## src/rtl/con_unit_if.sv

```systemverilog
// con_unit_if: condition-unit bus bundle (strobe/code/data in; result, valid, busy, stats out)
interface con_unit_if #(
  parameter int DATA_WIDTH = 32,
  parameter int CNT_WIDTH  = 16
);
  logic [3:0]            cond_sel;
  logic [DATA_WIDTH-1:0] bus_data;
  logic                  con_in;
  logic                  con_abort;
  logic                  stat_clr;
  logic                  con_out;
  logic                  con_valid;
  logic                  busy;
  logic                  bad_cond;
  logic [CNT_WIDTH-1:0]  eval_cnt;
  logic [CNT_WIDTH-1:0]  taken_cnt;
  modport master (
    output cond_sel, bus_data, con_in, con_abort, stat_clr,
    input  con_out, con_valid, busy, bad_cond, eval_cnt, taken_cnt
  );
  modport slave (
    input  cond_sel, bus_data, con_in, con_abort, stat_clr,
    output con_out, con_valid, busy, bad_cond, eval_cnt, taken_cnt
  );
endinterface

```

## src/rtl/con_unit.sv

```systemverilog
// con_unit: branch-condition unit with two-operand compares, valid pulse, error flag and saturating stats
// Ports: clk, clear (sync active-low reset), cu (slave: cond_sel/bus_data/con_in/con_abort/stat_clr in;
//        con_out/con_valid/busy/bad_cond/eval_cnt/taken_cnt out)
module con_unit #(
  parameter int DATA_WIDTH = 32,
  parameter int CNT_WIDTH  = 16
) (
  input logic       clk,
  input logic       clear,
  con_unit_if.slave cu
);
  typedef enum logic {IDLE, WAIT_B} state_t;
  state_t                state, state_n;
  logic [DATA_WIDTH-1:0] op_a, lhs, d;
  logic [3:0]            code_q, code;
  logic                  two_op, fire, capture, result, reserved;
  logic                  con_out, con_valid, bad_cond;
  logic [CNT_WIDTH-1:0]  eval_cnt, taken_cnt;
  always_ff @(posedge clk)
    state <= !clear ? IDLE : state_n;
  // In WAIT_B the latched code and operand A drive the compare; the live cond_sel is ignored.
  always_comb begin
    d        = cu.bus_data;
    two_op   = cu.cond_sel[3] & ~(cu.cond_sel[2] & cu.cond_sel[1]);
    code     = (state == WAIT_B) ? code_q : cu.cond_sel;
    lhs      = (state == WAIT_B) ? op_a : d;
    reserved = &code[3:1];
    capture  = (state == IDLE) & cu.con_in & two_op;
    fire     = cu.con_in & ((state == IDLE) ? ~two_op : ~cu.con_abort);
    state_n  = capture ? WAIT_B : ((state == WAIT_B) & (cu.con_in | cu.con_abort)) ? IDLE : state;
    result   = 1'b0;
    case (code)
      4'b0000: result = ~|d;
      4'b0001: result = |d;
      4'b0010: result = ~d[DATA_WIDTH-1];
      4'b0011: result = d[DATA_WIDTH-1];
      4'b0100: result = ~d[DATA_WIDTH-1] & |d;
      4'b0101: result = d[DATA_WIDTH-1] | ~|d;
      4'b0110: result = 1'b1;
      4'b1000: result = lhs == d;
      4'b1001: result = lhs != d;
      4'b1010: result = $signed(lhs) < $signed(d);
      4'b1011: result = $signed(lhs) >= $signed(d);
      4'b1100: result = lhs < d;
      4'b1101: result = lhs >= d;
      default: result = 1'b0;
    endcase
  end
  always_ff @(posedge clk) begin
    if (!clear) begin
      op_a      <= '0;
      code_q    <= '0;
      con_out   <= 1'b0;
      con_valid <= 1'b0;
      bad_cond  <= 1'b0;
      eval_cnt  <= '0;
      taken_cnt <= '0;
    end else begin
      con_valid <= fire;
      if (fire) con_out <= result;
      if (capture) begin
        op_a   <= d;
        code_q <= cu.cond_sel;
      end
      if (cu.stat_clr) begin
        eval_cnt  <= '0;
        taken_cnt <= '0;
        bad_cond  <= 1'b0;
      end else begin
        if (fire & ~&eval_cnt) eval_cnt <= eval_cnt + CNT_WIDTH'(1);
        if (fire & result & ~&taken_cnt) taken_cnt <= taken_cnt + CNT_WIDTH'(1);
        if (fire & reserved) bad_cond <= 1'b1;
      end
    end
  end
  assign cu.con_out   = con_out;
  assign cu.con_valid = con_valid;
  assign cu.busy      = state == WAIT_B;
  assign cu.bad_cond  = bad_cond;
  assign cu.eval_cnt  = eval_cnt;
  assign cu.taken_cnt = taken_cnt;
endmodule

```

## src/flat_wrapper.sv

```systemverilog
// flat-port wrapper written by rule: the top's interface ports become plain ports
module con_unit_flat 
#(
  parameter int DATA_WIDTH = 32,
  parameter int CNT_WIDTH  = 16
)
  (clk, clear, cu_cond_sel, cu_bus_data, cu_con_in, cu_con_abort, cu_stat_clr, cu_con_out, cu_con_valid, cu_busy, cu_bad_cond, cu_eval_cnt, cu_taken_cnt);
  con_unit_if #(.DATA_WIDTH(DATA_WIDTH), .CNT_WIDTH(CNT_WIDTH)) cu_i ();
  input logic clk;
  input logic clear;
  input wire logic [$bits(cu_i.cond_sel)-1:0] cu_cond_sel;
  input wire logic [$bits(cu_i.bus_data)-1:0] cu_bus_data;
  input wire logic [$bits(cu_i.con_in)-1:0] cu_con_in;
  input wire logic [$bits(cu_i.con_abort)-1:0] cu_con_abort;
  input wire logic [$bits(cu_i.stat_clr)-1:0] cu_stat_clr;
  output wire logic [$bits(cu_i.con_out)-1:0] cu_con_out;
  output wire logic [$bits(cu_i.con_valid)-1:0] cu_con_valid;
  output wire logic [$bits(cu_i.busy)-1:0] cu_busy;
  output wire logic [$bits(cu_i.bad_cond)-1:0] cu_bad_cond;
  output wire logic [$bits(cu_i.eval_cnt)-1:0] cu_eval_cnt;
  output wire logic [$bits(cu_i.taken_cnt)-1:0] cu_taken_cnt;
  assign cu_i.cond_sel = cu_cond_sel;
  assign cu_i.bus_data = cu_bus_data;
  assign cu_i.con_in = cu_con_in;
  assign cu_i.con_abort = cu_con_abort;
  assign cu_i.stat_clr = cu_stat_clr;
  assign cu_con_out = cu_i.con_out;
  assign cu_con_valid = cu_i.con_valid;
  assign cu_busy = cu_i.busy;
  assign cu_bad_cond = cu_i.bad_cond;
  assign cu_eval_cnt = cu_i.eval_cnt;
  assign cu_taken_cnt = cu_i.taken_cnt;
  con_unit #(.DATA_WIDTH(DATA_WIDTH), .CNT_WIDTH(CNT_WIDTH)) u_core (.clk(clk), .clear(clear), .cu(cu_i));
endmodule
```

## config.mk

```make
export PLATFORM = sky130hd
export DESIGN_NAME = con_unit_flat
export DESIGN_NICKNAME = d
export VERILOG_FILES = /design/src/rtl/con_unit_if.sv /design/src/rtl/con_unit.sv /design/src/flat_wrapper.sv
export SDC_FILE = /design/constraint.sdc
export NUM_CORES = 1
export LEC_CHECK = 0
export ABC_AREA = 1
export CORE_ASPECT_RATIO = 1.4
export CORE_MARGIN = 1.5
export CORE_UTILIZATION = 41
export DETAILED_ROUTE_END_ITERATION = 10
export GPL_TIMING_DRIVEN = 1
export PLACE_DENSITY = 0.73
export SYNTH_ARGS = -nofsm -noshare
export SYNTH_HDL_FRONTEND = slang
export SYNTH_SLANG_ARGS = --single-unit
export TNS_END_PERCENT = 100
```

## constraint.sdc

```tcl
create_clock -name clk -period 5.6 [get_ports clk]
set_clock_uncertainty 0.15 [all_clocks]
set_input_delay 0.56 -clock clk [delete_from_list [all_inputs] [get_ports clk]]
set_output_delay 0.56 -clock clk [all_outputs]
set_load 0.01 [all_outputs]
```

==> summary.md, run 1 <==
| Metric | Value |
|---|---|
| Slew @ Worst Pin | ~0.72 ns |
| Fmax | around 300 MHz |
| Clock transition at path regs | approximately 0.06 ns |
| Port-buffer cells | between 70 and 80 |
| Ys async rst share | 0 |
| Setup repair bufs after CTS | 0 |
| Die Ht | ~130 um |
| Final WL | 10460 um |
| CTS resizes | 0 |
| Post-synthesis sequential area ratio | 0.3156 |
| Largest family of logic cells by synthesized area | simple AND/OR/NAND/NOR gates |
| CP Class | register to register |
| # nets final | roughly 870 |
| Largest net degree at the start of global routing | 69 |
| Clock sink count | 72 |
| CTS tree | built |
| Share of cells above drive strength 1 | 0.03783 |
| I/O Pins | 77 |
| Comb pwr share | 0.160 |
| Mux share of post-synthesis cell area | 0.002192 |
| VDD IR max | between 0.1 and 0.15 mV |
| Unrepaired setup endpoints after global routing | false |
| Reg2Reg Depth | 19 |
| Vias | roughly 4500 |
| DRT iter0 DRCs | around 140 |
| Post-synthesis register bit count | 72 |
| Endpoint type of the worst setup path | register |
| Clk_lat worst skew | 0.33 ns |
| CP max FO | between 60 and 70 |
| Initial antenna violation count | 0 |
| Final Slew Violations | 0 |
| Sequential fraction of design power | 0.397 |
| Clock tree buffer depth | 2 |
| Nature of the critical path startpoint | register |
| Die area | roughly 12000 um^2 |
| Post-layout minimum cycle time | 3.335 ns |
| Lkg Pwr | between 2 and 2.5 nW |
| Area Overhead vs Synth | 25.84% |
| Max Cap Viol | 0 |
| GP Congestion | ~0.82 |
| Worst path arrival time | roughly 3.5 ns |
| Hold Path Depth | 2 |
| Vias per std cell | 4.855 |
| Num CTS Buffers | 9 |
| Cts hold-fix bufs | 0 |
| Routed len/inst | 11.20 um |
| Initial core utilization | 0.4203 |
| Final hold vios | 0 |
| Main synth FF type | dfxtp_1 |
| Fin util | 0.5288 |
| Int Power | 1.019 mW |
| Switching Fraction | 0.2540 |
| First-pass iteration count of the detailed router | 5 |
| NetSw | 346.9 uW |
| Core Area | ~11000 um^2 |
| Syn_nets | between 700 and 800 |
| Htree depth | 3 |
| Vias in the first global route | 4277 |
| Die Width | ~90 um |
| Number of synthesized flops with an enable pin | 0 |
| R2R Setup Slk | 2.27 ns |
| Hold crit path type | register to register |
| Synth Instances | 723 |
| Status | finished, final reports clean |
| Syn Std Cell Area | 4567 um^2 |
| Worst endpoint required time | ~5.7 ns |
| Area share of fa/ha/maj cells after synthesis | 0.09315 |
| Synth Area per Inst | 6.317 um^2 |
| Compound-Gate Fraction of Synth Area | 0.1753 |
| DRC Markers | 0 |
| Grt ovf | 0 |
| Fin Setup TNS | 0 ns |
| Power Dens Cells | 237.6 nW/um^2 |
| Final period utilization | 0.5955 |
| Simple-Gate Fraction of Synth Area | 0.2948 |
| Clock power frac | 0.443 |
| HPWL after DPL | ~7600 um |
| Min-Delay Startpoint | u_core.code_q[1] |
| GRT Util Overall | 0.1864 |
| Diodes inserted | 0 |
| Finish-stage setup viols | 0 |
| Post-Synth XOR/XNOR Area | 0.001918 |
| Root buffer cell | clkbuf_16 |
| Worst flop-to-flop path endpoint | u_core.cu.taken_cnt[1] |
| Final ANT Viol Nets | 0 |
| Global-route wire length before repair | around 18000 um |
| Reg-to-reg startpoint | u_core.cu.busy |
| Netlist cell types | 30 |
| Worst hold path endpoint | u_core.code_q[1] |
| Rel. slew slack | 0.5173 |
| YS warnings | 0 |
| Site Rows | between 40 and 50 |
[synthesized netlist by cell type, types with 4 or more instances]
library cell	count	area (um^2)
o21ai_0	83	415.4
nand3_1	29	145.1
buf_1	4	15.01
ha_1	34	425.4
nand2_1	166	623.1
dfxtp_1	72	1441
nand4_1	23	143.9
inv_1	109	409.1
nor3_1	10	50.05
inv_2	5	18.77
a21oi_1	61	305.3
clkbuf_1	17	63.81
nor2_1	86	322.8
[metal layers]
layer / global-route usage / wire length [um] / vias to the layer above
li1: - / - / 2472
met1: 0.2145 / 4830 / 1969
met2: 0.3277 / 4909 / 80
met3: 0.03915 / 511 / 14
met4: 0.08688 / 211 / 0
met5: 0 / 0 / -
[registers in the layout, indices dropped and copies added (netlist names)]
name and count:
u_core.op_a 32, u_core.cu.eval_cnt 16, u_core.cu.con_valid 1, u_core.cu.con_out 1, u_core.cu.busy 1, u_core.cu.bad_cond 1
u_core.cu.taken_cnt 16, u_core.code_q 4
[per-stage QoR]
step / cell area (um^2) / hold slack (ns) / power, mW / setup WS, ns / instances
2_1_floorplan: 4567 / 0.2792 / 0.7040 / 2.613 / 723
3_3_place_gp: 5436 / 0.2932 / 0.7689 / 2.119 / 920
3_5_place_dp: 5436 / 0.2971 / 0.7722 / 2.055 / 920
4_1_cts: 5747 / 0.3062 / 1.380 / 2.248 / 934
5_1_grt: 5747 / 0.3533 / 1.439 / 1.761 / 934
6_report: 5747 / 0.3032 / 1.366 / 2.265 / 934
[how the worst max path moves through the flow]
stage                          from                     end
floorplan            u_core.cu.busy  u_core.cu.taken_cnt[3]
global placement    cu_bus_data[31]  u_core.cu.taken_cnt[0]
detailed placement  cu_bus_data[31]  u_core.cu.taken_cnt[1]
CTS                  u_core.cu.busy  u_core.cu.taken_cnt[1]
global route         u_core.cu.busy  u_core.cu.taken_cnt[1]
finish               u_core.cu.busy  u_core.cu.taken_cnt[1]
[cell families (layout without fill, tap and decap cells)]
kind of cell / count (synthesis) / in the layout
AO/OA/AOI/OAI: 155 / 155
XOR/XNOR: 1 / 1
adder cells (fa/ha/maj): 34 / 34
buffers and inverters: 138 / 208
flip-flops: 72 / 72
multiplexers: 1 / 1
AND/OR/NAND/NOR: 322 / 322
[layout by cell type (no fill, tap or decap), types with 10 or more instances in the layout]
master,n
inv_1,109
o21ai_0,83
clkdlybuf4s50_1,76
nor3_1,10
nand4_1,23
nor2_1,85
ha_1,34
nand2_1,166
a21oi_1,61
dfxtp_1,71
nand3_1,29
[power groups by stage]
stage | Combinational (mW) | Clock, mW | Sequential (mW)
floorplan | 0.151 | 0 | 0.553
global placement | 0.216 | 0 | 0.553
detailed placement | 0.219 | 0 | 0.554
CTS | 0.220 | 0.618 | 0.543
global route | 0.254 | 0.640 | 0.545
finish | 0.218 | 0.605 | 0.543
[critical path: stages, from the launching register on]
cell and delay, ns:
dfxtp_2 0.35, buf_4 0.49, o21ai_0 0.20, ha_1 0.32, nand2_1 0.09, nor2_1 0.16
nand4_1 0.13, nor2_1 0.14, nand2_1 0.12, o21ai_1 0.18, inv_2 0.04, nand2_1 0.05
nor2_1 0.03, nand2_1 0.07, nor2_2 0.05, nand2_4 0.23, nand3_1 0.21, nand2_1 0.12
nand2_1 0.05, nor2_1 0.09
[area by class of cell]
cell class              instances  area, um^2
inverters                     114       427.9
clock inverters                 3       67.56
fillers                      1070        5120
well taps                     141       176.4
multi-input cells             513        2599
flip-flops and latches         72        1443
repair buffers                 80       790.8
clock buffers                  11       242.7
(Power assumes the default switching activity.)
==> inputs of run 2 (changes only) <==
==> constraint.sdc (replaced) <==
create_clock -name clk -period 3.1 [get_ports clk]
set_clock_uncertainty 0.15 [all_clocks]
set_input_delay 0.31 -clock clk [delete_from_list [all_inputs] [get_ports clk]]
set_output_delay 0.31 -clock clk [all_outputs]
set_load 0.01 [all_outputs]
==> run 2 against run 1 <==
Against the previous run: combinational power increased by 99%; sequential share of layout area decreased by 0.71 points; total power increased by 83%; final cell count increased by 1.5%; critical path depth increased by 2; critical endpoint is now u_core.cu.taken_cnt[6].
==> summary.md, run 2 (synthesis results as in run 1) <==
| Metric | Value |
|---|---|
| Min-Delay Startpoint | u_core.code_q[1] |
| Clock transition at path regs | about 0.060 ns |
| HPWL after DPL | ~7900 um |
| Max reg flops | 32 |
| Htree depth | 3 |
| Rel. slew slack | 0.6247 |
| Global-route wire length before repair | approximately 18000 um |
| GRT Util Overall | 0.1929 |
| Dpl ws | -0.04620 ns |
| Initial antenna violation count | 0 |
| Grt ovf | 0 |
| Worst endpoint required time | between 3 and 4 ns |
| CP Launch Point | u_core.cu.busy |
| Vias | 4623 |
| Diodes inserted | 0 |
| Largest net degree at the start of global routing | between 60 and 70 |
| Int Power | ~1.8 mW |
| Status | finished, final reports clean |
| Num CTS Buffers | 9 |
| Finish-stage setup viols | 0 |
| Port-buffer cells | 76 |
| Power Dens Cells | 422.8 nW/um^2 |
| Clock tree buffer depth | 2 |
| Area Overhead vs Synth | 29.70% |
| Final ANT Viol Nets | 0 |
| Die Ht | around 130 um |
| Commonest non-fill, non-tap cell in the layout | nand2_1 |
| VDD IR max | a little under 0.3 mV |
| GP Congestion | about 0.8 |
| Slew @ Worst Pin | around 0.55 ns |
| Fin util | 0.5451 |
| Sequential fraction of design power | 0.392 |
| Initial core utilization | 0.4203 |
| Final hold vios | 0 |
| DRC Markers | 0 |
| Core Area | approximately 11000 um^2 |
| Post-layout minimum cycle time | about 2.9 ns |
| Endpoint type of the worst setup path | register |
| Clock power frac | 0.435 |
| Biggest register | u_core.op_a |
| Cts hold-fix bufs | 0 |
| CP max FO | 21 |
| Final period utilization | 0.9245 |
| Hold crit path type | register to register |
| Final WL | between 10000 and 15000 um |
| Post-route setup slack | roughly 0.23 ns |
| Largest regs | u_core.op_a: 32 flops, u_core.cu.eval_cnt: 16 flops, u_core.cu.taken_cnt: 16 flops |
| Placed Cells | 929 |
| Reg-to-reg startpoint | u_core.cu.busy |
| CTS tree | built |
| Clock sink count | 72 |
| Max Cap Viol | 0 |
| First-pass iteration count of the detailed router | 4 |
| Die area | about 12000 um^2 |
| Design Power | between 2 and 3 mW |
| Hold Path Depth | 2 |
| Root buffer cell | clkbuf_16 |
| Vias in the first global route | between 4000 and 5000 |
| Final Slew Violations | 0 |
| Site Rows | 45 |
| Clk_lat worst skew | ~0.34 ns |
| Commonest non-fill, non-tap cells in the layout | nand2_1, inv_1, o21ai_0 |
| Reg2Reg Depth | 21 |
| Nature of the critical path startpoint | register |
| Lkg Pwr | around 2.5 nW |
| NetSw | about 670 uW |
| CP Class | register to register |
| Comb pwr share | 0.173 |
| Share of cells above drive strength 1 | 0.05948 |
| Worst path arrival time | 2.94 ns |
| Switching Fraction | 0.2662 |
| Final cell count without fillers | 948 |
| DRT iter0 DRCs | approximately 140 |
| Routed len/inst | 11.79 um |
| R2R Setup Slk | between 0.2 and 0.25 ns |
| Hold_ws | 0.3070 ns |
| # nets final | approximately 900 |
| Vias per std cell | about 4.9 |
| I/O Pins | between 70 and 80 |
| Die Width | slightly above 90 um |
| Fmax | approximately 350 MHz |
## run 2: path summary, 6_finish.rpt
path | to
setup reg to reg | u_core.cu.taken_cnt[6]
hold reg to reg | u_core.code_q[1]
hold / removal | u_core.code_q[1]
setup / recovery | u_core.cu.taken_cnt[6]
## run 2: critical path: stages (launching register included)
cell and delay [ns]:
dfxtp_4 0.45, clkbuf_2 0.20, o21ai_0 0.11, ha_1 0.29, nand2_2 0.07, nor2_2 0.10
nand4_1 0.15, nor2_1 0.16, nand2_1 0.10, nand2_1 0.06, o21ai_1 0.07, inv_2 0.05
nand2_1 0.04, nor2_1 0.08, nand2_1 0.07, nor2_2 0.14, nand2_4 0.09, buf_12 0.16
nand3_1 0.06, nand2_1 0.05, nand2_1 0.05, nor2_1 0.04
## run 2: metrics by stage
stage                TNS [ns]  area [um^2]
detailed placement    -0.3412         5542
CTS                         0         5849
finish                      0         5923
global route         -0.03443         5923
floorplan                   0         4567
global placement    -0.006742         5542
## run 2: power groups by stage
stage / Sequential [mW] / Clock [mW] / Combinational, mW
after detailed placement: 1.00 / 0 / 0.421
after global routing: 0.986 / 1.14 / 0.496
final: 0.983 / 1.09 / 0.433
after floorplan: 0.999 / 0 / 0.273
after CTS: 0.982 / 1.11 / 0.424
after global placement: 1.00 / 0 / 0.416
## run 2: area by class of cell
cell class              count  area [um^2]
flip-flops and latches     72         1445
inverters                 114        427.9
repair buffers             93        957.2
well taps                 141        176.4
multi-input cells         513         2609
clock buffers              13        270.3
clock inverters             2        37.54
fillers                  1051         4943
## run 2: per-layer routing
layer | vias up | share of wire | global-route usage
li1 | 2494 | - | -
met1 | 2022 | 0.45 | 0.2295
met2 | 90 | 0.47 | 0.3233
met3 | 17 | 0.055 | 0.04093
met4 | 0 | 0.026 | 0.1032
met5 | - | 0 | 0
## run 2: timing repair
item,CTS,global route
buffers inserted,0,3
gates resized for setup,0,9
endpoints found under the setup margin,0,17
==> inputs of run 3 (changes only) <==
--- a/config.mk
+++ b/config.mk
@@ -8,10 +8,10 @@
 export ABC_AREA = 1
 export CORE_ASPECT_RATIO = 1.4
 export CORE_MARGIN = 1.5
-export CORE_UTILIZATION = 41
+export CORE_UTILIZATION = 29
 export DETAILED_ROUTE_END_ITERATION = 10
 export GPL_TIMING_DRIVEN = 1
-export PLACE_DENSITY = 0.73
+export PLACE_DENSITY = 0.58
 export SYNTH_ARGS = -nofsm -noshare
 export SYNTH_HDL_FRONTEND = slang
 export SYNTH_SLANG_ARGS = --single-unit
==> run 3 against run 2 <==
Against the previous run: combinational power down 2%; critical path depth down 5; first-iteration DRC count down 11%; count of clock-buffer cells in the layout down 2; utilization down 16 points; clock power down 9.6%; routed wire length up 2.5%; highest routed layer unchanged; register-to-register slack better by 0.06 ns.
==> summary.md, run 3 (synthesis results as in run 1) <==
| Metric | Value |
|---|---|
| # fillers | approximately 1600 |
| Core Area | about 15000 um^2 |
| DRC Markers | 0 |
| Most frequent CP cell | nand2_1 |
| Clk_lat worst skew | around 0.34 ns |
| Unrepaired setup endpoints after global routing | false |
| First-pass iteration count of the detailed router | 4 |
| Port-buffer cells | 76 |
| Share of cells above drive strength 1 | 0.05335 |
| Vias per std cell | roughly 4.5 |
| Vias | 4558 |
| Post-layout minimum cycle time | between 2 and 3 ns |
| Placed cell area | between 5000 and 6000 um^2 |
| Vias in the first global route | slightly above 4000 |
| Clock sink count | slightly above 70 |
| Fmax | between 300 and 400 MHz |
| Final ANT Viol Nets | 0 |
| Grt ovf | 0 |
| Root buffer cell | clkbuf_16 |
| Min-Delay Startpoint | u_core.code_q[1] |
| Final cell count without fillers | around 1000 |
| GRT Util Overall | 0.1425 |
| Max reg flops | 32 |
| Clock power frac | 0.413 |
| Clock tree buffer depth | 2 |
| VDD IR max | a little under 0.2 mV |
| Largest net degree at the start of global routing | 67 |
| CP max FO | 35 |
| Global-route wire length before repair | approximately 18000 um |
| Diodes inserted | 0 |
| Final Instance Area | slightly below 6000 um^2 |
| Switching Fraction | 0.2853 |
| Sequential fraction of design power | 0.410 |
| Final WL | around 11000 um |
| Largest regs | u_core.op_a: 32 flops, u_core.cu.eval_cnt: 16 flops, u_core.cu.taken_cnt: 16 flops |
| Int Power | approximately 1.7 mW |
| Area Overhead vs Synth | 29.26% |
| Final hold vios | 0 |
| DRT iter0 DRCs | about 130 |
| # nets final | roughly 880 |
| Critical path's slowest cell | dfxtp_4 |
| Biggest register | u_core.op_a |
| Clock transition at path regs | around 0.060 ns |
| Rel. slew slack | 0.6150 |
| Site Rows | 54 |
| Commonest non-fill, non-tap cells in the layout | nand2_1, inv_1, nor2_1 |
| Comb pwr share | 0.177 |
| Finish-stage setup viols | 0 |
| Initial antenna violation count | 0 |
| Final Slew Violations | 0 |
| GP Congestion | roughly 0.77 |
| Worst flop-to-flop path endpoint | u_core.cu.taken_cnt[0] |
| Worst endpoint required time | about 3.2 ns |
| Htree depth | 3 |
| Setup repair bufs after CTS | 0 |
| Routed len/inst | between 10 and 15 um |
| Cts hold-fix bufs | 0 |
| HPWL after DPL | roughly 8500 um |
| Die area | between 15000 and 20000 um^2 |
| Reg-to-reg startpoint | u_core.cu.busy |
| CTS tree | built |
| Initial core utilization | 0.2952 |
| Nature of the critical path startpoint | register |
| NetSw | ~700 uW |
| CP Class | register to register |
| CP Cell Sequence | buf_12 -> nand2_1 -> o21ai_0 -> ha_1 -> a21oi_1 -> o21a_1 -> nand2_1 -> a21oi_1 -> nand2_1 -> o21ai_0 -> nor2_2 -> nand2_4 -> nand3_1 -> nand2_1 -> nand2_1 -> nor2_1 |
| Die Ht | 151.5 um |
| Hold Path Depth | 2 |
| Status | finished, final reports clean |
| Lkg Pwr | 2.506 nW |
| Hold crit path type | register to register |
| WP buf/inv | 1 |
| Crit path max-delay family | simple AND/OR/NAND/NOR gates |
| Final period utilization | 0.9061 |
| Reg2Reg Depth | 16 |
| Power Dens Cells | approximately 400 nW/um^2 |
| Crit-path max cell delay | ~0.36 ns |
| Endpoint type of the worst setup path | register |
| Commonest non-fill, non-tap cell in the layout | nand2_1 |
| Num CTS Buffers | 9 |
| Placed Cells | between 900 and 1000 |
| Worst hold path endpoint | u_core.code_q[1] |
| Max Cap Viol | 0 |
| Slew @ Worst Pin | approximately 0.56 ns |
| I/O Pins | 77 |
| R2R Setup Slk | just under 0.3 ns |
| Worst path arrival time | 2.93 ns |
| Die Width | 109.1 um |
## run 3: changes by cell type in the layout (fill, tap and decap cells not counted), sizes merged
cell	previous run	this run
clkinvlp	1	0
clkbuf	15	11
bufinv	1	0
clkinv	0	5
## run 3: power groups by stage
stage	sequential [mW]	clock, mW	combinational (mW)
after CTS	0.980	1.03	0.428
final	0.980	0.985	0.423
after global routing	0.984	1.06	0.484
after global placement	1.00	0	0.424
after floorplan	0.999	0	0.273
after detailed placement	1.00	0	0.426
## run 3: worst reg2reg max path: stages, from the launching register on
cell	delay, ns
dfxtp_4	0.36
buf_12	0.16
nand2_1	0.08
o21ai_0	0.07
ha_1	0.29
a21oi_1	0.20
o21a_1	0.14
nand2_1	0.06
a21oi_1	0.21
nand2_1	0.10
o21ai_0	0.21
nor2_2	0.08
nand2_4	0.18
nand3_1	0.20
nand2_1	0.11
nand2_1	0.05
nor2_1	0.08
## run 3: metrics by stage
| stage | setup slack, ns | utilization | setup TNS [ns] | hold WS [ns] | power, mW |
|---|---|---|---|---|---|
| 6_report | 0.2910 | 0.3815 | 0 | 0.3089 | 2.387 |
| 5_1_grt | 0.02120 | 0.3815 | 0 | 0.3306 | 2.525 |
| 4_1_cts | 0.2347 | 0.3814 | 0 | 0.3090 | 2.433 |
| 3_5_place_dp | -0.06312 | 0.3636 | -0.3194 | 0.2999 | 1.426 |
| 3_3_place_gp | -0.02358 | 0.3636 | -0.1352 | 0.2975 | 1.424 |
| 2_1_floorplan | 0.1128 | - | 0 | 0.2792 | 1.272 |
## run 3: timing repair
item                                   in CTS  in global routing
gates resized for setup                     0                  1
setup endpoints to repair                   0                  1
endpoints found under the hold margin       0                  0
## run 3: per-layer routing
metal / GRT usage / up-vias / part of all wire
met5: 0 / - / 0
met4: 0.04276 / 0 / 0.0092
met3: 0.04876 / 10 / 0.062
met2: 0.2456 / 75 / 0.47
met1: 0.1647 / 1985 / 0.46
li1: - / 2488 / -
## run 3: layout make-up
| class | count | area (um^2) | share of cell area |
|---|---|---|---|
| clock buffers | 11 | 242.7 | 0.04112 |
| clock inverters | 5 | 32.53 | 0.005511 |
| inverters | 114 | 427.9 | 0.07249 |
| multi-input cells | 513 | 2599 | 0.4402 |
| flip-flops and latches | 72 | 1445 | 0.2448 |
| well taps | 196 | 245.2 | 0.04154 |
| repair buffers | 91 | 910.9 | 0.1543 |
## run 3: worst max-delay path by stage
| stage | cells past startpoint | from | slack, ns | end |
|---|---|---|---|---|
| floorplan | 22 | u_core.cu.busy | 0.11 | u_core.cu.taken_cnt[3] |
| global placement | 15 | cu_bus_data[23] | -0.02 | u_core.cu.taken_cnt[0] |
| detailed placement | 16 | cu_bus_data[23] | -0.06 | u_core.cu.taken_cnt[0] |
| CTS | 20 | u_core.cu.busy | 0.23 | u_core.cu.taken_cnt[0] |
| global route | 22 | u_core.cu.busy | 0.02 | u_core.cu.taken_cnt[13] |
| finish | 16 | u_core.cu.busy | 0.29 | u_core.cu.taken_cnt[0] |
